File: src/rtl/uart_rx_mmio_pkg.sv
// uart_rx_pkg: shared types and constants for the memory-mapped UART receiver.
//   rx_state_t - receive FSM states
//   reg_sel_t  - register select on the bus port (DATA / STATUS)
//   ST_*       - bit positions inside the STATUS register
package uart_rx_pkg;

    typedef enum logic [2:0] {
        IDLE,
        START,
        DATA,
        STOP,
        BREAK
    } rx_state_t;

    typedef enum logic {
        REG_DATA   = 1'b0,
        REG_STATUS = 1'b1
    } reg_sel_t;

    localparam int ST_AVAIL     = 0;
    localparam int ST_FULL      = 1;
    localparam int ST_OVR       = 2;
    localparam int ST_FERR      = 3;
    localparam int ST_COUNT_LSB = 8;

endpackage

File: src/rtl/uart_rx_mmio_if.sv
// uart_rx_mmio_if: one-request/one-ready register port used by the SoC IO decoder.
//   bus_req   - one-cycle access strobe (master -> slave)
//   bus_we    - 1 = write, 0 = read
//   bus_reg   - 0 = DATA, 1 = STATUS
//   bus_wdata - write data
//   bus_ready - one-cycle acknowledge, the edge after bus_req (slave -> master)
//   bus_rdata - read data, valid while bus_ready is high
interface uart_rx_mmio_if;

    logic        bus_req;
    logic        bus_we;
    logic        bus_reg;
    logic [31:0] bus_wdata;
    logic        bus_ready;
    logic [31:0] bus_rdata;

    modport master (
        output bus_req, bus_we, bus_reg, bus_wdata,
        input  bus_ready, bus_rdata
    );

    modport slave (
        input  bus_req, bus_we, bus_reg, bus_wdata,
        output bus_ready, bus_rdata
    );

endinterface

File: src/rtl/uart_rx_mmio_sync_fifo.sv
// sync_fifo: byte-wide synchronous FIFO with show-ahead output.
//   clk, resetn - clock, synchronous active-low reset
//   push, din   - write request and data; ignored when full unless a pop
//                 happens in the same cycle
//   pop         - remove the head; ignored when empty
//   dout        - current head (valid while !empty)
//   empty, full - occupancy flags
//   count       - occupancy, 0 .. 2**AW
module sync_fifo #(
    parameter int AW = 3
) (
    input  logic          clk,
    input  logic          resetn,
    input  logic          push,
    input  logic          pop,
    input  logic [7:0]    din,
    output logic [7:0]    dout,
    output logic          empty,
    output logic          full,
    output logic [AW:0]   count
);

    localparam int            DEPTH     = 1 << AW;
    localparam logic [AW:0]   DEPTH_CNT = (AW + 1)'(DEPTH);

    logic [7:0]    mem [DEPTH];
    logic [AW-1:0] wr_ptr;
    logic [AW-1:0] rd_ptr;
    logic          do_push;
    logic          do_pop;

    // A pop frees the slot the simultaneous push lands in, so a full FIFO
    // still accepts a byte when it is being read in the same cycle.
    assign do_pop  = pop & ~empty;
    assign do_push = push & (~full | do_pop);

    assign empty = (count == '0);
    assign full  = (count == DEPTH_CNT);
    assign dout  = mem[rd_ptr];

    // NOTE: the storage array has no reset; the pointers and count define
    // which entries are meaningful, and a resettable array costs a mux per bit.
    always_ff @(posedge clk) begin
        if (do_push) begin
            mem[wr_ptr] <= din;
        end
    end

    // NOTE: sequential state uses non-blocking assignments so every flop
    // samples the pre-edge values regardless of statement order.
    always_ff @(posedge clk) begin
        if (!resetn) begin
            wr_ptr <= '0;
            rd_ptr <= '0;
            count  <= '0;
        end else begin
            if (do_push) wr_ptr <= wr_ptr + 1'b1;
            if (do_pop)  rd_ptr <= rd_ptr + 1'b1;
            case ({do_push, do_pop})
                2'b10:   count <= count + 1'b1;
                2'b01:   count <= count - 1'b1;
                default: count <= count;
            endcase
        end
    end

endmodule

File: src/rtl/uart_rx_mmio.sv
// uart_rx_mmio: memory-mapped 8N1 UART receiver with an 8-byte-class FIFO.
//   clk, resetn - system clock, synchronous active-low reset
//   rx          - asynchronous serial input, idle high
//   bus         - register port (slave side of uart_rx_mmio_if)
//                   DATA   read : {23'b0, valid, byte}, pops the head if any
//                   DATA   write: acknowledged, no effect
//                   STATUS read : {16'b0, count, 4'b0, FERR, OVR, full, avail}
//                   STATUS write: wdata[2] clears OVR, wdata[3] clears FERR
//   rx_irq      - high while the FIFO holds at least one byte
module uart_rx_mmio
    import uart_rx_pkg::*;
#(
    parameter int CLKS_PER_BIT = 104,
    parameter int FIFO_AW      = 3
) (
    input  logic              clk,
    input  logic              resetn,
    input  logic              rx,
    uart_rx_mmio_if.slave     bus,
    output logic              rx_irq
);

    localparam int              CNT_W     = $clog2(CLKS_PER_BIT);
    localparam logic [CNT_W-1:0] HALF_LOAD = CNT_W'(CLKS_PER_BIT / 2 - 1);
    localparam logic [CNT_W-1:0] BIT_LOAD  = CNT_W'(CLKS_PER_BIT - 1);

    // ---------------------------------------------------------------
    // Input synchronizer; only rxs feeds decisions.
    // ---------------------------------------------------------------
    logic rx_meta;
    logic rxs;

    always_ff @(posedge clk) begin
        if (!resetn) begin
            rx_meta <= 1'b1;
            rxs     <= 1'b1;
        end else begin
            rx_meta <= rx;
            rxs     <= rx_meta;
        end
    end

    // ---------------------------------------------------------------
    // Receive FSM
    // ---------------------------------------------------------------
    rx_state_t        state_q, state_d;
    logic [CNT_W-1:0] cnt_q, cnt_d;
    logic [2:0]       idx_q, idx_d;
    logic [7:0]       shift_q, shift_d;
    logic             expired;
    logic             push;
    logic             ferr_set;

    assign expired = (cnt_q == '0);

    always_ff @(posedge clk) begin
        if (!resetn) begin
            state_q <= IDLE;
            cnt_q   <= '0;
            idx_q   <= '0;
            shift_q <= '0;
        end else begin
            state_q <= state_d;
            cnt_q   <= cnt_d;
            idx_q   <= idx_d;
            shift_q <= shift_d;
        end
    end

    // NOTE: every output of this block gets a default first, so no path
    // through the case leaves a variable unassigned and infers a latch.
    always_comb begin
        state_d  = state_q;
        cnt_d    = cnt_q;
        idx_d    = idx_q;
        shift_d  = shift_q;
        push     = 1'b0;
        ferr_set = 1'b0;

        case (state_q)
            IDLE: begin
                if (!rxs) begin
                    state_d = START;
                    cnt_d   = HALF_LOAD;
                end
            end
            START: begin
                if (!expired) begin
                    cnt_d = cnt_q - 1'b1;
                end else if (!rxs) begin
                    state_d = DATA;
                    idx_d   = '0;
                    cnt_d   = BIT_LOAD;
                end else begin
                    // Line was high again at mid start bit: treat as a glitch.
                    state_d = IDLE;
                end
            end
            DATA: begin
                if (!expired) begin
                    cnt_d = cnt_q - 1'b1;
                end else begin
                    shift_d[idx_q] = rxs;
                    cnt_d          = BIT_LOAD;
                    if (idx_q == 3'd7) state_d = STOP;
                    else               idx_d   = idx_q + 1'b1;
                end
            end
            STOP: begin
                if (!expired) begin
                    cnt_d = cnt_q - 1'b1;
                end else if (rxs) begin
                    push    = 1'b1;
                    state_d = IDLE;
                end else begin
                    // Missing stop bit: flag once and wait out the low line.
                    ferr_set = 1'b1;
                    state_d  = BREAK;
                end
            end
            BREAK: begin
                if (rxs) state_d = IDLE;
            end
            default: state_d = IDLE;
        endcase
    end

    // ---------------------------------------------------------------
    // FIFO
    // ---------------------------------------------------------------
    logic [7:0]     fifo_dout;
    logic           fifo_empty;
    logic           fifo_full;
    logic [FIFO_AW:0] fifo_count;
    logic           rd_pop;

    sync_fifo #(.AW(FIFO_AW)) u_fifo (
        .clk    (clk),
        .resetn (resetn),
        .push   (push),
        .pop    (rd_pop),
        .din    (shift_q),
        .dout   (fifo_dout),
        .empty  (fifo_empty),
        .full   (fifo_full),
        .count  (fifo_count)
    );

    assign rx_irq = ~fifo_empty;

    // ---------------------------------------------------------------
    // Register port
    // ---------------------------------------------------------------
    logic        is_read;
    logic        is_write;
    logic        sel_status;
    logic        ovr_q;
    logic        ferr_q;
    logic        ovr_set;
    logic        ovr_clr;
    logic        ferr_clr;
    logic [7:0]  count8;
    logic [31:0] rd_word;
    logic        unused_wdata;

    assign is_read    = bus.bus_req & ~bus.bus_we;
    assign is_write   = bus.bus_req &  bus.bus_we;
    assign sel_status = (bus.bus_reg == REG_STATUS);

    assign rd_pop   = is_read & ~sel_status & ~fifo_empty;
    assign ovr_set  = push & fifo_full & ~rd_pop;
    assign ovr_clr  = is_write & sel_status & bus.bus_wdata[ST_OVR];
    assign ferr_clr = is_write & sel_status & bus.bus_wdata[ST_FERR];
    assign count8   = 8'(fifo_count);

    // Only the two clear bits of the write word are meaningful.
    assign unused_wdata = ^{bus.bus_wdata[31:4], bus.bus_wdata[1:0]};

    always_comb begin
        rd_word = '0;
        if (sel_status) begin
            rd_word[ST_AVAIL]              = ~fifo_empty;
            rd_word[ST_FULL]               = fifo_full;
            rd_word[ST_OVR]                = ovr_q;
            rd_word[ST_FERR]               = ferr_q;
            rd_word[ST_COUNT_LSB +: 8]     = count8;
        end else if (!fifo_empty) begin
            rd_word[8]   = 1'b1;
            rd_word[7:0] = fifo_dout;
        end
    end

    always_ff @(posedge clk) begin
        if (!resetn) begin
            bus.bus_ready <= 1'b0;
            bus.bus_rdata <= '0;
            ovr_q         <= 1'b0;
            ferr_q        <= 1'b0;
        end else begin
            bus.bus_ready <= bus.bus_req;
            bus.bus_rdata <= is_read ? rd_word : '0;
            // Set has priority over a coincident write-1-to-clear.
            ovr_q         <= ovr_set  | (ovr_q  & ~ovr_clr);
            ferr_q        <= ferr_set | (ferr_q & ~ferr_clr);
        end
    end

endmodule

File: src/flat_wrapper.sv
// flat-port wrapper written by rule: the top's interface ports become plain ports
module uart_rx_mmio_flat import uart_rx_pkg::*;
#(
    parameter int CLKS_PER_BIT = 104,
    parameter int FIFO_AW      = 3
)
  (clk, resetn, rx, rx_irq, bus_bus_req, bus_bus_we, bus_bus_reg, bus_bus_wdata, bus_bus_ready, bus_bus_rdata);
  uart_rx_mmio_if bus_i ();
  input  logic clk;
  input  logic resetn;
  input  logic rx;
  output logic rx_irq;
  input wire logic [$bits(bus_i.bus_req)-1:0] bus_bus_req;
  input wire logic [$bits(bus_i.bus_we)-1:0] bus_bus_we;
  input wire logic [$bits(bus_i.bus_reg)-1:0] bus_bus_reg;
  input wire logic [$bits(bus_i.bus_wdata)-1:0] bus_bus_wdata;
  output wire logic [$bits(bus_i.bus_ready)-1:0] bus_bus_ready;
  output wire logic [$bits(bus_i.bus_rdata)-1:0] bus_bus_rdata;
  assign bus_i.bus_req = bus_bus_req;
  assign bus_i.bus_we = bus_bus_we;
  assign bus_i.bus_reg = bus_bus_reg;
  assign bus_i.bus_wdata = bus_bus_wdata;
  assign bus_bus_ready = bus_i.bus_ready;
  assign bus_bus_rdata = bus_i.bus_rdata;
  uart_rx_mmio #(.CLKS_PER_BIT(CLKS_PER_BIT), .FIFO_AW(FIFO_AW)) u_core (.clk(clk), .resetn(resetn), .rx(rx), .bus(bus_i), .rx_irq(rx_irq));
endmodule
File: config.mk
export PLATFORM = sky130hd
export DESIGN_NAME = uart_rx_mmio_flat
export DESIGN_NICKNAME = d
export VERILOG_FILES = /design/src/rtl/uart_rx_mmio_pkg.sv /design/src/rtl/uart_rx_mmio_if.sv /design/src/rtl/uart_rx_mmio_sync_fifo.sv /design/src/rtl/uart_rx_mmio.sv /design/src/flat_wrapper.sv
export SDC_FILE = /design/constraint.sdc
export NUM_CORES = 1
export LEC_CHECK = 0
export ABC_AREA = 1
export CORE_MARGIN = 4
export CORE_UTILIZATION = 67
export DETAILED_ROUTE_END_ITERATION = 10
export DONT_BUFFER_PORTS = 1
export PLACE_DENSITY = 0.88
export SETUP_SLACK_MARGIN = 0.3
export SKIP_LAST_GASP = 1
export SLEW_MARGIN = 20
export SYNTH_ARGS = -nofsm -noshare
export SYNTH_HDL_FRONTEND = slang
export SYNTH_SLANG_ARGS = --single-unit
File: constraint.sdc
create_clock -name clk -period 5.8 [get_ports clk]
set_clock_uncertainty 0.1 [all_clocks]
set_input_delay 1.16 -clock clk [delete_from_list [all_inputs] [get_ports clk]]
set_output_delay 1.16 -clock clk [all_outputs]
set_load 0.02 [all_outputs]
Word level (Yosys, flattened, before mapping)
Memories as Yosys holds them, arrays and structs flattened. A register that Yosys moved wholly into a read port is not among the register bits.
Index checks and enable logic that the tools add are counted.
- add/sub/neg operators: 6
- multiply operators: 0
- divide/modulo/power cells: 0
- $lt $le $gt $ge: 2
- eq/ne operators: 18
- shifts and indexed selects: 0
- muxes and demuxes: 37
- bitwise operators: 25
- reduce and logical (&&, ||, !) cells: 14
- operators by type and width (operator ; number):
    3-bit 2-to-1 mux ; 13
    7-bit 2-to-1 mux ; 5
    7-bit case mux with 4 select lines ; 1
    3-bit case mux with 5 select lines ; 1
    1-bit bitwise AND ; 13
    1-bit 2-to-1 mux ; 10
    2-bit by 1-bit != test with 1-bit output (second input constant) ; 5
    3-bit by 1-bit adder with 3-bit output (second input constant) ; 3
    9-bit 2-to-1 mux ; 1
    1-bit inverter ; 9
    8-bit bitwise mux ; 1
    2-bit != test (second input constant) ; 4
    4-bit case mux with 2 select lines ; 1
    7-bit zero test ; 1
    7-bit by 1-bit subtractor with 7-bit output (second input constant) ; 1
    3-bit by 2-bit == test with 1-bit output (second input constant) ; 2
    3-bit == test (second input constant) ; 2
    3-bit case mux with 2 select lines ; 1
    6-bit AND reduction ; 1
    5-bit AND reduction ; 1
    4-bit by 1-bit adder with 4-bit output (second input constant) ; 1
    4-bit == test (second input constant) ; 1
    4-bit zero test ; 1
    3-bit by 4-bit < comparator with 1-bit output (second input constant) ; 1
    18 further kinds ; 22
- register bits after elaboration: 68
- latch bits: 0
- memory bits (writable): 64
- bits in read-only memories: 0
- input port bits: 38
- output and inout port bits: 34
- logic and storage cells: 119
- memories kept: 1
- memory list (memory ; words ; bits a word ; read ports ; clocked after Yosys merged registers in ; wr ports ; line ; RTL):
    u_core.u_fifo.mem ; 8 ; 8 ; 1 ; 1 ; 1 ; uart_rx_mmio_sync_fifo.sv:26 ; logic [7:0] mem [DEPTH];

Depth between registers and ports, before layout
Gate-level depths: netlist of run 1.
- depth in word-level cells: 9
- mapped depth: 17
- gate-level depth less buffers: 17

Hierarchy
Synthesis of run 1 repeated with hierarchy kept, for this count alone.
- cells, all modules: 520
- area, all modules: 5134.9 µm²
- modules (own cells, without submodules) (module ; instances ; cells each ; area an instance (µm²) ; seq. area each (µm²)):
    sync_fifo ; 1 ; 259 ; 3195.6 ; 2182.1
    uart_rx_mmio ; 1 ; 261 ; 1939.4 ; 760.7

Worst setup path after synthesis of run 1
Ideal clock, no wire load.
- kind: input -> register
- start: input port bus_bus_we
- end: memory u_core.u_fifo.mem[1][0] (enable)
- data arrival time: 2.352 ns
- required time: 5.317 ns
- slack: 2.964 ns
- stages on the path: 6
- cell sequence: nand3b_1 nand2_1 nand3_1 nor2_1 inv_1 nor3_1
- cells in the longest elaborated chain, start to end: 9
- ends and longest elaborated chain (element ; line ; RTL):
    start: declaration ; flat_wrapper.sv:14 ; input wire logic [$bits(bus_i.bus_we)-1:0] bus_bus_we;
    1-bit inverter ; uart_rx_mmio.sv:166 ; assign is_read = bus.bus_req & ~bus.bus_we;
    1-bit bitwise AND ; uart_rx_mmio.sv:166 ;
    1-bit bitwise AND (2 in a row) ; uart_rx_mmio.sv:170 ; assign rd_pop = is_read & ~sel_status & ~fifo_empty;
    1-bit bitwise AND ; uart_rx_mmio_sync_fifo.sv:34 ; assign do_pop = pop & ~empty;
    1-bit OR ; uart_rx_mmio_sync_fifo.sv:35 ; assign do_push = push & (~full | do_pop);
    1-bit bitwise AND ; uart_rx_mmio_sync_fifo.sv:35 ;
    1-bit 2-to-1 mux ; uart_rx_mmio_sync_fifo.sv:44 ; if (do_push) begin
    1-bit 2-to-1 mux (not written as such) ; uart_rx_mmio_sync_fifo.sv:45 ; mem[wr_ptr] <= din;
    end: declaration ; uart_rx_mmio_sync_fifo.sv:26 ;
Every way passes these cells.

Final worst setup path of run 1
- start: register u_core.u_fifo.count[0]
- end: output port rx_irq
- cells in the longest elaborated chain, start to end: 2
- ends and longest elaborated chain (element ; line ; RTL):
    start: declaration ; uart_rx_mmio_sync_fifo.sv:20 ; output logic [AW:0] count
    start signal: assignment ; uart_rx_mmio_sync_fifo.sv:60 ; 2'b10: count <= count + 1'b1;
    start signal: assignment ; uart_rx_mmio_sync_fifo.sv:61 ; 2'b01: count <= count - 1'b1;
    start signal: assignment ; uart_rx_mmio_sync_fifo.sv:62 ; default: count <= count;
    4-bit zero test ; uart_rx_mmio_sync_fifo.sv:37 ; assign empty = (count == '0);
    1-bit inverter ; uart_rx_mmio.sv:149 ; assign rx_irq = ~fifo_empty;
    end: declaration ; flat_wrapper.sv:12 ; output logic rx_irq;
Every way passes these cells.

==> results.txt, run 1 <==
Clock transition at path regs: 0.05 ns
register bit total from synthesis: 115
H-Tree Depth: 4
Post-synth EDFFs: 64
Yosys warning count: 0
DP HPWL: 6.39 mm
vias per inst: 6.10
Crit path arrival time: 1.51 ns
Iter 0 DRT Violations: 450
total gr overflow: 0
vias post-DR: 3,788
ant diodes: 0
setup violators final: 0
worst endpoint required time: 4.54 ns
Hold WC Path Type: register to register
Yosys top cell area share: 39.3%
floorplan core area: 0.00694 mm²
CTS Buffer Depth: 2
final hold vios: 0
total chip power: 0.00232 W
fmax: 0.361 GHz
# hold bufs at CTS: 0
Most used DFF post-synth: edfxtp_1
Layout Cells excl Fill: 621
Fillers: 377
startpoint types: register
IO Pins: 72
crit path capture type: output pin
Antenna Nets Post-Route: 0
share of cells above drive strength 1: 11.6%
Final min period: 2.77 ns
synthesized area: 0.00489 mm²
clock net sink count: 115
Least-Margin Pin Slew: 0.836 ns
RSZ-0062 raised after global routing: no
final setup TNS: 0 ns
dpl cells: 589
Max-Cap Viols: 0
Total GRT Usage: 26.3%
Die Span X: 93.4 µm
mean cell area of the mapped netlist: 9.67 µm²
final worst path period share: 47.7%
largest net degree at the start of global routing: 36
post-cts resize count: 0
number of nets in the layout: 557
die area: 0.00873 mm²
fraction of registers with async set/reset: 0%
routability cong.: 0.878
LEAKAGE: 2.22 nW
drt pass-1 iters: 5
P per Cell Area: 420 mW/mm²
Setup Buffers After CTS: 0
antenna violations before repair: 0
status: finished, final reports clean
Worst VDD drop: 0.000306 V
Worst Path Max Fanout: 4
Die Y: 93.4 µm
Worst-Skew Late Latency: 0.51 ns
PortBufs: 0
Slew Limit Fails: 0
Slew headroom: 44.2%
routed wire length: 11.0 mm
wire per inst: 17.7 µm
Synth area leader: edfxtp_1
TritonCTS clock tree: built
number of global-route vias before repair: 3,672
first-pass GRT wire length: 17.3 mm
root buffer selected by CTS: clkbuf_8
effective utilization at floorplan: 70.4%
area grow syn2layout: 12.8%
row count: 30
Distinct cells, synth: 34
main area contributors after synthesis: edfxtp_1, dfxtp_1, nor2_1, o21ai_0, nand2_1
TritonCTS Buffers: 17
worst setup path class: register to output pin
synthesized netlist cell count: 506
DRC: 0
register area share after synthesis: 60.2%
## cell families (layout without fill, tap and decap cells)
logic type      count (synthesis)  after routing  synth area share, %
compound gates                115            115                 13.4
xor+xnor                        2              2                0.358
fa+ha+maj                       7              7                 1.79
buf+inv                        86             86                 8.21
flops                         115            115                 60.2
other cells                     1             20               0.0767
simple gates                  180            180                 16.0
## path summary, 6_finish.rpt
kind / start / to / slack (ns) / cells past startpoint
hold reg to reg: u_core.rx_meta / u_core.rxs / 0.31 / 1
hold / removal: u_core.rx_meta / u_core.rxs / 0.31 / 1
setup reg to reg: u_core.cnt_q[0] / u_core.u_fifo.mem[5][7] / 3.04 / 10
setup / recovery: u_core.u_fifo.count[0] / rx_irq / 3.03 / 4
## power by group
group	switching (W)	total, W	leakage [nW]	internal (W)
Combinational	0.000244	0.000356	0.901	0.000112
Clock	0.000360	0.00101	0.292	0.000653
Sequential	0.0000482	0.000946	1.03	0.000898
Total	0.000652	0.00232	2.22	0.00166
## state kept, by name, summed over array words and instances (netlist names), named ones only
| name | cells |
|---|---|
| u_core.idx_q | 3 |
| u_core.u_fifo.rd_ptr | 3 |
| u_core.bus.bus_rdata | 12 |
| u_core.u_fifo.wr_ptr | 3 |
| u_core.u_fifo.count | 4 |
| u_core.shift_q | 8 |
| u_core.bus.bus_ready | 1 |
| u_core.ferr_q | 1 |
| u_core.rxs | 1 |
| u_core.state_q | 3 |
| u_core.u_fifo.mem | 64 |
| u_core.cnt_q | 7 |
| u_core.ovr_q | 1 |
| u_core.rx_meta | 1 |
## per-stage QoR
| step | hold slack [ns] | area, µm² | setup WS, ns | utilization, % |
|---|---|---|---|---|
| 6_report | 0.313 | 5520 | 3.03 | 79.4 |
| 5_1_grt | 0.334 | 5520 | 2.82 | 79.4 |
| 3_5_place_dp | 0.306 | 4900 | 2.51 | 70.5 |
| 3_3_place_gp | 0.296 | 4900 | 2.63 | 70.5 |
| 4_1_cts | 0.318 | 5500 | 2.75 | 79.1 |
| 2_1_floorplan | 0.293 | 4960 | 2.96 | - |
## worst max-delay path: stages, from the launching register on
cell and delay [ns]:
dfxtp_1 0.33, inv_1 0.14, nand3_1 0.17, nor2_1 0.18, inv_1 0.17
## synthesized netlist by cell type, types with 3 or more instances
master	n
nor2_1	77
edfxtp_1	64
o21ai_0	52
dfxtp_1	51
nand2_1	51
inv_1	43
a21oi_1	30
nand3_1	26
buf_4	20
clkbuf_1	13
nor3_1	11
ha_1	7
inv_2	7
o221ai_1	6
a31oi_1	5
o22ai_1	5
a311oi_1	4
o21a_1	4
a211oi_1	3
buf_2	3
nand2_2	3
o21ai_1	3
## cell usage in the layout, fill, tap and decap left out, types with 2 or more instances in the layout
| cell | n |
|---|---|
| nor2_2 | 2 |
| nor3_1 | 7 |
| a21oi_1 | 30 |
| dfxtp_1 | 50 |
| ha_1 | 7 |
| buf_4 | 4 |
| nor3_2 | 6 |
| nand3_1 | 26 |
| clkinvlp_4 | 3 |
| nand2_1 | 51 |
| a211oi_1 | 3 |
| conb_1 | 20 |
| or2_2 | 2 |
| nor2_1 | 77 |
| a311oi_1 | 4 |
| inv_4 | 2 |
| nand3b_1 | 2 |
| clkbuf_16 | 19 |
| clkinv_2 | 4 |
| a31oi_1 | 5 |
| xor2_1 | 2 |
| clkbuf_8 | 2 |
| inv_2 | 7 |
| o21ai_1 | 3 |
| o21a_1 | 4 |
| edfxtp_1 | 64 |
| o21ai_0 | 52 |
| nor2_4 | 2 |
| o22ai_1 | 5 |
| o221ai_1 | 6 |
| nand2_2 | 3 |
| inv_1 | 43 |
## routing by layer
layer	global-route usage [%]	vias up	routed length (µm)
li1	-	1717	-
met1	30.0	1745	3820
met5	0	-	0
met2	42.9	276	5550
met3	8.21	50	1140
met4	16.1	0	484
## layout make-up
cell class	instances	area, µm²	share of cell area [%]
Multi-Input combinational cell	324	1640	29.7
Clock buffer	21	503	9.12
Tap cell	96	120	2.18
Clock inverter	11	93.8	1.70
Timing Repair Buffer	4	30.0	0.544
Inverter	50	188	3.40
Sequential cell	115	2940	53.4
Note: power is estimated with default switching activity, not from simulation.
==> inputs of run 2 (changes only) <==
Settings changed: ABC_AREA 1 to 0, CORE_UTILIZATION 67 to 57, PLACE_DENSITY 0.88 to 0.8.
Clock period 5.8 ns to 2.48 ns, I/O delays scaled along.
==> run 2 against run 1 <==
  * The run now ends with negative setup slack left
  * Global-route usage fell by 0.85 points
  * Clock power rose by 150%
  * Cell count fell by 12%
  * Sequential power rose by 110%
  * Non-clock buffer count rose by 44
  * Die area rose by 16%
==> results.txt, run 2 <==
post-synthesis mux area share: 11.1% (+11 points)
synthesized netlist cell count: 377 (-25%)
Slew Limit Fails: 0 (unchanged)
status: complete, but fails checks
final hold vios: 0 (unchanged)
Post-synth EDFFs: 64 (unchanged)
Reg with most FFs: u_core.u_fifo.mem
P per Cell Area: 774 mW/mm² (+84%)
area grow syn2layout: 27.2%
floorplan core area: 0.00826 mm² (+19%)
Worst R2R Start: u_core.cnt_q[0]
most frequent cells in the layout: edfxtp_1, dfxtp_1, buf_4
DP HPWL: 6.56 mm (+2.7%)
routability cong.: 0.903 (+2.8%)
fraction of registers with async set/reset: 0% (unchanged)
Critical R2R Capture: u_core.u_fifo.count[2]
Final min period: 2.69 ns
Post-Synth XOR/XNOR Area: 1.26% (+0.90 points)
share of cells above drive strength 1: 29.8% (+18 points)
ant diodes: 0 (unchanged)
Least-Margin Pin Slew: 0.894 ns (+0.0575 ns)
Worst-Skew Late Latency: 0.52 ns (about the same)
IO Pins: 72 (unchanged)
clock net sink count: 115 (unchanged)
setup violators final: 17 (+17)
routed wire length: 12.6 mm (+15%)
Worst Hold Depth: 2 (+1)
fmax: 0.372 GHz
Final Instance Area: 0.00620 mm² (+12%)
DP Area: 0.00514 mm² (+5.0%)
Iter 0 DRT Violations: 319 (-29%)
TritonCTS clock tree: built
critical path endpoint: u_core.u_fifo.count[2]
worst endpoint required time: 2.79 ns (-1.75 ns)
synthesized area: 0.00487 mm² (-0.36%)
first-pass GRT wire length: 18.8 mm (+8.6%)
flop-to-flop setup slack: -0.21 ns (-3.25 ns)
main combinational cell family by area after synthesis: simple AND/OR/NAND/NOR gates
Yosys warning count: 0 (unchanged)
count leader, synth: edfxtp_1
biggest regs: u_core.u_fifo.mem x64, u_core.bus.bus_rdata x12, u_core.shift_q x8
Fin Hold WS: 0.0234 ns (-0.289 ns)
max FFs per register: 64 (unchanged)
Slew headroom: 40.3% (-3.9 points)
PortBufs: 0 (unchanged)
CP Launch Point: u_core.cnt_q[0]
area of the multi-input gates: 0.00198 mm² (+21%)
Antenna Nets Post-Route: 0 (unchanged)
compound-gate portion of the synthesized area: 7.14% (-6.2 points)
vias per inst: 6.28 (+2.9%)
register area share after synthesis: 60.4% (+0.22 points)
drt pass-1 iters: 5 (unchanged)
Worst Path Max Fanout: 2 (-2)
startpoint types: register
Die Y: 100 µm (+7.5%)
Total GRT Usage: 25.4% (-0.85 points)
Synth area leader: edfxtp_1
row count: 33 (+10%)
Die Span X: 100 µm (+7.5%)
TritonCTS Buffers: 17 (unchanged)
register bit total from synthesis: 115 (unchanged)
Post-Place Setup Slack: -0.174 ns (-2.69 ns)
Fillers: 446 (+18%)
RSZ-0062 raised after global routing: yes
LEAKAGE: 2.23 nW (+0.25%)
Crit path arrival time: 3.00 ns (+1.49 ns)
register area: 0.00295 mm² (about the same)
effective utilization at floorplan: 59.0% (-11 points)
failing checks: negative setup slack
number of nets in the layout: 471 (-15%)
final setup margin: -0.206 ns (-3.24 ns)
Commonest cells post-synth: edfxtp_1, dfxtp_1, nor2_1, nand2_1, buf_4
wire per inst: 23.2 µm (+31%)
mean cell area of the mapped netlist: 12.9 µm² (+34%)
largest net degree at the start of global routing: 20 (-44%)
worst setup path class: register to register
Max-Cap Viols: 0 (unchanged)
final worst path period share: 108%
Hold WC Path Type: primary input to register
vias post-DR: 3,415 (-9.8%)
DRC: 0 (unchanged)
CTS Buffer Depth: 2 (unchanged)
antenna violations before repair: 0 (unchanged)
crit path capture type: register
Yosys top cell area share: 39.4% (+0.14 points)
Distinct cells, synth: 61 (+79%)
most common cell after layout, fill and taps aside: edfxtp_1
root buffer selected by CTS: clkbuf_8
Most used DFF post-synth: edfxtp_1
Clock transition at path regs: 0.06 ns (about the same)
die area: 0.0101 mm² (+16%)
total gr overflow: 0 (unchanged)
Worst VDD drop: 0.000443 V (+45%)
simple-gate share of the synthesized area: 12.7% (-3.3 points)
total chip power: 0.00480 W (+110%)
R2R cell count: 10 (unchanged)
adder-cell area share of the yosys netlist: 1.80% (+0.0064 points)
main area contributors after synthesis: edfxtp_1, dfxtp_1, mux4_2, mux2i_1, buf_4
H-Tree Depth: 4 (unchanged)
number of global-route vias before repair: 3,406 (-7.2%)
## run 2: cell count changes after synthesis, sizes merged, moves of 16 or more
cell / change
o21ai: -45
mux2i: +17
a21oi: -19
nand2: -32
nor2: -52
mux4: +16
nand3: -16
inv: -42
## run 2: per-stage QoR
step | std cells | utilization, % | setup TNS [ns]
6_report | 544 | 75.1 | -1.03
5_1_grt | 544 | 75.1 | -2.70
4_1_cts | 538 | 73.2 | -0.155
3_5_place_dp | 494 | 62.3 | -0.174
3_3_place_gp | 494 | 62.3 | -0.147
2_1_floorplan | 396 | - | -4.12
## run 2: how the worst min path moves through the flow
stage / start / endpoint
CTS: resetn / u_core.cnt_q[2]
detailed placement: u_core.rx_meta / u_core.rxs
floorplan: u_core.rx_meta / u_core.rxs
finish: resetn / u_core.u_fifo.count[1]
global route: resetn / u_core.shift_q[5]
global placement: u_core.rx_meta / u_core.rxs
## run 2: routing by layer
layer / wire [µm] / global-route usage [%]
met1: 4440 / 28.7
met2: 6860 / 44.5
met3: 966 / 7.40
met4: 358 / 11.3
met5: 0 / 0
## run 2: logic make-up after synthesis
logic type | count (synthesis)
flip-flops | 115
AND/OR/NAND/NOR | 115
AO/OA/AOI/OAI | 52
buffers and inverters | 46
multiplexers | 34
adder cells (fa/ha/maj) | 7
XOR/XNOR | 7
other | 1
## run 2: final cells by class
class                   instances  area share [%]
clock buffers                  22            8.36
clock inverters                10            1.68
inverters                       9           0.545
multi-input cells             235            31.9
flip-flops and latches        115            47.5
well taps                     105            2.12
repair buffers                 48            7.91
## run 2: critical path: stages, from the launching register on
cell	delay, ns
dfxtp_2	0.32
inv_2	0.07
ha_4	0.13
or4b_4	0.49
nor3_4	0.17
nor3_2	0.07
xor2_1	0.16
ha_2	0.18
or4b_1	0.53
and3_1	0.19
o21a_1	0.18
## run 2: timing repair
action                                  4_1_cts  5_1_grt
pin swaps                                     7       10
setup buffers                                 9        6
hold endpoints to repair                      6        0
gates cloned                                  0        0
endpoints found under the setup margin       83       89
hold buffers                                  3        0
resized for setup                            30       22
## run 2: power by group
| part | internal [W] | switching [W] |
|---|---|---|
| Sequential | 0.00201 | 0.00000906 |
| Combinational | 0.000108 | 0.000168 |
| Clock | 0.00159 | 0.000920 |
| Total | 0.00370 | 0.00110 |
==> inputs of run 3 (changes only) <==
Settings changed: ABC_AREA 0 to unset, PLACE_DENSITY 0.8 to unset, PLACE_DENSITY_LB_ADDON set to 0.3.
==> run 3 against run 2 <==
  * The run still ends with negative setup slack left
  * Clock power decreased by 11%
  * Sequential power about the same
  * Clock-buffer cell count decreased by 3
  * Setup slack got worse by 0.047 ns
==> results.txt, run 3 (same netlist as run 2, synthesis figures left out) <==
status: complete, but fails checks
failing checks: negative setup slack
Crit path arrival time: 3.04 ns (+0.04 ns)
antenna violations before repair: 0 (unchanged)
R2R cell count: 10 (unchanged)
first-pass GRT wire length: 16.6 mm (-12%)
Worst VDD drop: 0.000480 V (+8.3%)
Fillers: 489 (+9.6%)
hold endpoint: u_core.cnt_q[2]
Sw Pwr: 0.00101 W (-8.4%)
Slowest-stage cell, CP: or4b_4
Least-Margin Pin Slew: 0.735 ns (-0.158 ns)
IO Pins: 72 (unchanged)
DP Area: 0.00515 mm² (+0.19%)
Layout Utilization: 75.2% (+0.11 points)
clock net sink count: 115 (unchanged)
Worst R2R Start: u_core.cnt_q[1]
CP dominant cell by count: or4b_4
area of the multi-input gates: 0.00205 mm² (+3.9%)
ant diodes: 0 (unchanged)
share of cells above drive strength 1: 32.8% (+3.0 points)
Antenna Nets Post-Route: 0 (unchanged)
vias per inst: 5.92 (-5.8%)
Final min period: 2.73 ns (+0.0473 ns)
most frequent cells in the layout: edfxtp_1, dfxtp_1, buf_4
CTS Buffer Depth: 2 (unchanged)
Worst Path Max Fanout: 2 (unchanged)
Worst path max stage delay: 0.50 ns (-0.03 ns)
Worst-Skew Late Latency: 0.51 ns (about the same)
final hold vios: 0 (unchanged)
flop-to-flop setup slack: -0.25 ns (-0.05 ns)
Clock transition at path regs: 0.06 ns (about the same)
Slew headroom: 50.9% (+11 points)
Max-Cap Viols: 0 (unchanged)
Die Y: 100 µm (unchanged)
total chip power: 0.00456 W (-4.9%)
Reg with most FFs: u_core.u_fifo.mem
area grow syn2layout: 27.4%
P per Cell Area: 735 mW/mm² (-5.0%)
biggest regs: u_core.u_fifo.mem x64, u_core.bus.bus_rdata x12, u_core.shift_q x8
number of nets in the layout: 474 (+0.64%)
LEAKAGE: 2.20 nW (-1.2%)
TritonCTS Buffers: 17 (unchanged)
startpoint types: register
routed wire length: 10.9 mm (-14%)
number of global-route vias before repair: 3,251 (-4.6%)
drt pass-1 iters: 5 (unchanged)
root buffer selected by CTS: clkbuf_8
final setup margin: -0.253 ns (-0.0473 ns)
Seq pwr share: 44.2% (+2.2 points)
routability cong.: 0.810 (-10%)
total gr overflow: 0 (unchanged)
H-Tree Depth: 4 (unchanged)
Critical R2R Capture: u_core.u_fifo.count[2]
final setup TNS: -0.253 ns (+0.772 ns)
die area: 0.0101 mm² (unchanged)
wire per inst: 19.9 µm (-14%)
vias post-DR: 3,236 (-5.2%)
effective utilization at floorplan: 59.0% (unchanged)
crit path capture type: register
Worst Hold Depth: 2 (unchanged)
fmax: 0.366 GHz (-1.7%)
largest net degree at the start of global routing: 20 (unchanged)
cells along the critical path: inv_2 > ha_4 > or4b_4 > nor3_4 > nor3_2 > xor2_1 > ha_2 > or4b_4 > and3_4 > o21a_1
combinational power share: 6.6% (+0.9 points)
RSZ-0062 raised after global routing: yes
setup violators final: 1 (-16)
register area: 0.00295 mm² (unchanged)
DP HPWL: 6.35 mm (-3.3%)
final worst path period share: 110% (+1.9 points)
TritonCTS clock tree: built
most common cell after layout, fill and taps aside: edfxtp_1
Slew Limit Fails: 0 (unchanged)
worst setup path class: register to register
Iter 0 DRT Violations: 211 (-34%)
dpl cells: 497 (+0.61%)
Layout Cells excl Fill: 547 (+0.55%)
Die Span X: 100 µm (unchanged)
PortBufs: 0 (unchanged)
max FFs per register: 64 (unchanged)
clock network power share: 49.2% (-3.1 points)
Final Instance Area: 0.00621 mm² (+0.14%)
worst endpoint required time: 2.79 ns (about the same)
Total GRT Usage: 22.2% (-3.2 points)
Internal: 0.00356 W (-3.9%)
sw frac: 22.0% (-0.84 points)
Hold Path Origin: resetn
row count: 33 (unchanged)
DRC: 0 (unchanged)
floorplan core area: 0.00826 mm² (unchanged)
Hold WC Path Type: primary input to register
[run 3: changes by cell type in the layout (fill, tap and decap cells not counted), moves of 3 or more]
cell / delta
clkinv_2: +6
clkinv_1: +3
buf_6: +6
clkbuf_16: -4
inv_6: -3
clkinv_4: -4
[run 3: layout make-up]
| type | instances | area share [%] |
|---|---|---|
| sequential | 115 | 47.5 |
| multi-input combinational | 235 | 33.1 |
| timing repair buffer | 51 | 7.98 |
| clock buffer | 19 | 6.95 |
| tap | 105 | 2.12 |
| clock inverter | 13 | 1.87 |
| inverter | 9 | 0.544 |
[run 3: critical path: cells and delay by family (launching register included)]
kind	cells	cell delay, ns
buf+inv	1	0.07
fa+ha+maj	2	0.33
simple gates	5	1.46
xor+xnor	1	0.18
compound gates	1	0.17
flops	1	0.32
[run 3: how the worst max path moves through the flow]
| stage | startpoint | endpoint | slack, ns | cells after the start |
|---|---|---|---|---|
| after global placement | u_core.cnt_q[0] | u_core.u_fifo.count[2] | -0.15 | 10 |
| after CTS | u_core.cnt_q[0] | u_core.u_fifo.count[2] | -0.18 | 10 |
| after floorplan | u_core.cnt_q[0] | u_core.u_fifo.count[2] | -0.26 | 10 |
| after global routing | u_core.cnt_q[1] | u_core.u_fifo.count[2] | -0.32 | 10 |
| after detailed placement | u_core.cnt_q[0] | u_core.u_fifo.count[2] | -0.19 | 10 |
| final | u_core.cnt_q[1] | u_core.u_fifo.count[2] | -0.25 | 10 |
[run 3: per-layer routing]
layer | track usage, % | up-vias | routed length (µm)
li1 | - | 1484 | -
met3 | 5.61 | 29 | 662
met1 | 26.4 | 1592 | 4280
met5 | 0 | - | 0
met4 | 12.3 | 0 | 305
met2 | 37.0 | 131 | 5650
[run 3: timing repair]
action	4_1_cts	5_1_grt
hold endpoints to repair	5	0
buffers inserted	12	3
setup endpoints to repair	75	93
resized for setup	34	36
hold buffers	3	0
pin swaps	8	23
[run 3: power by group through the flow]
| stage | sequential (W) | clock (W) | combinational, W |
|---|---|---|---|
| finish | 0.00202 | 0.00224 | 0.000303 |
| global route | 0.00202 | 0.00236 | 0.000325 |
| CTS | 0.00202 | 0.00227 | 0.000263 |
| detailed placement | 0.00205 | 0 | 0.000225 |
| global placement | 0.00205 | 0 | 0.000221 |
| floorplan | 0.00206 | 0 | 0.000187 |
[run 3: through the flow]
step	setup WS, ns	hold slack, ns
final	-0.253	0.0158
after global routing	-0.321	0.0114
after CTS	-0.176	0.00181
after detailed placement	-0.186	0.297
after global placement	-0.152	0.292
after floorplan	-0.255	0.286
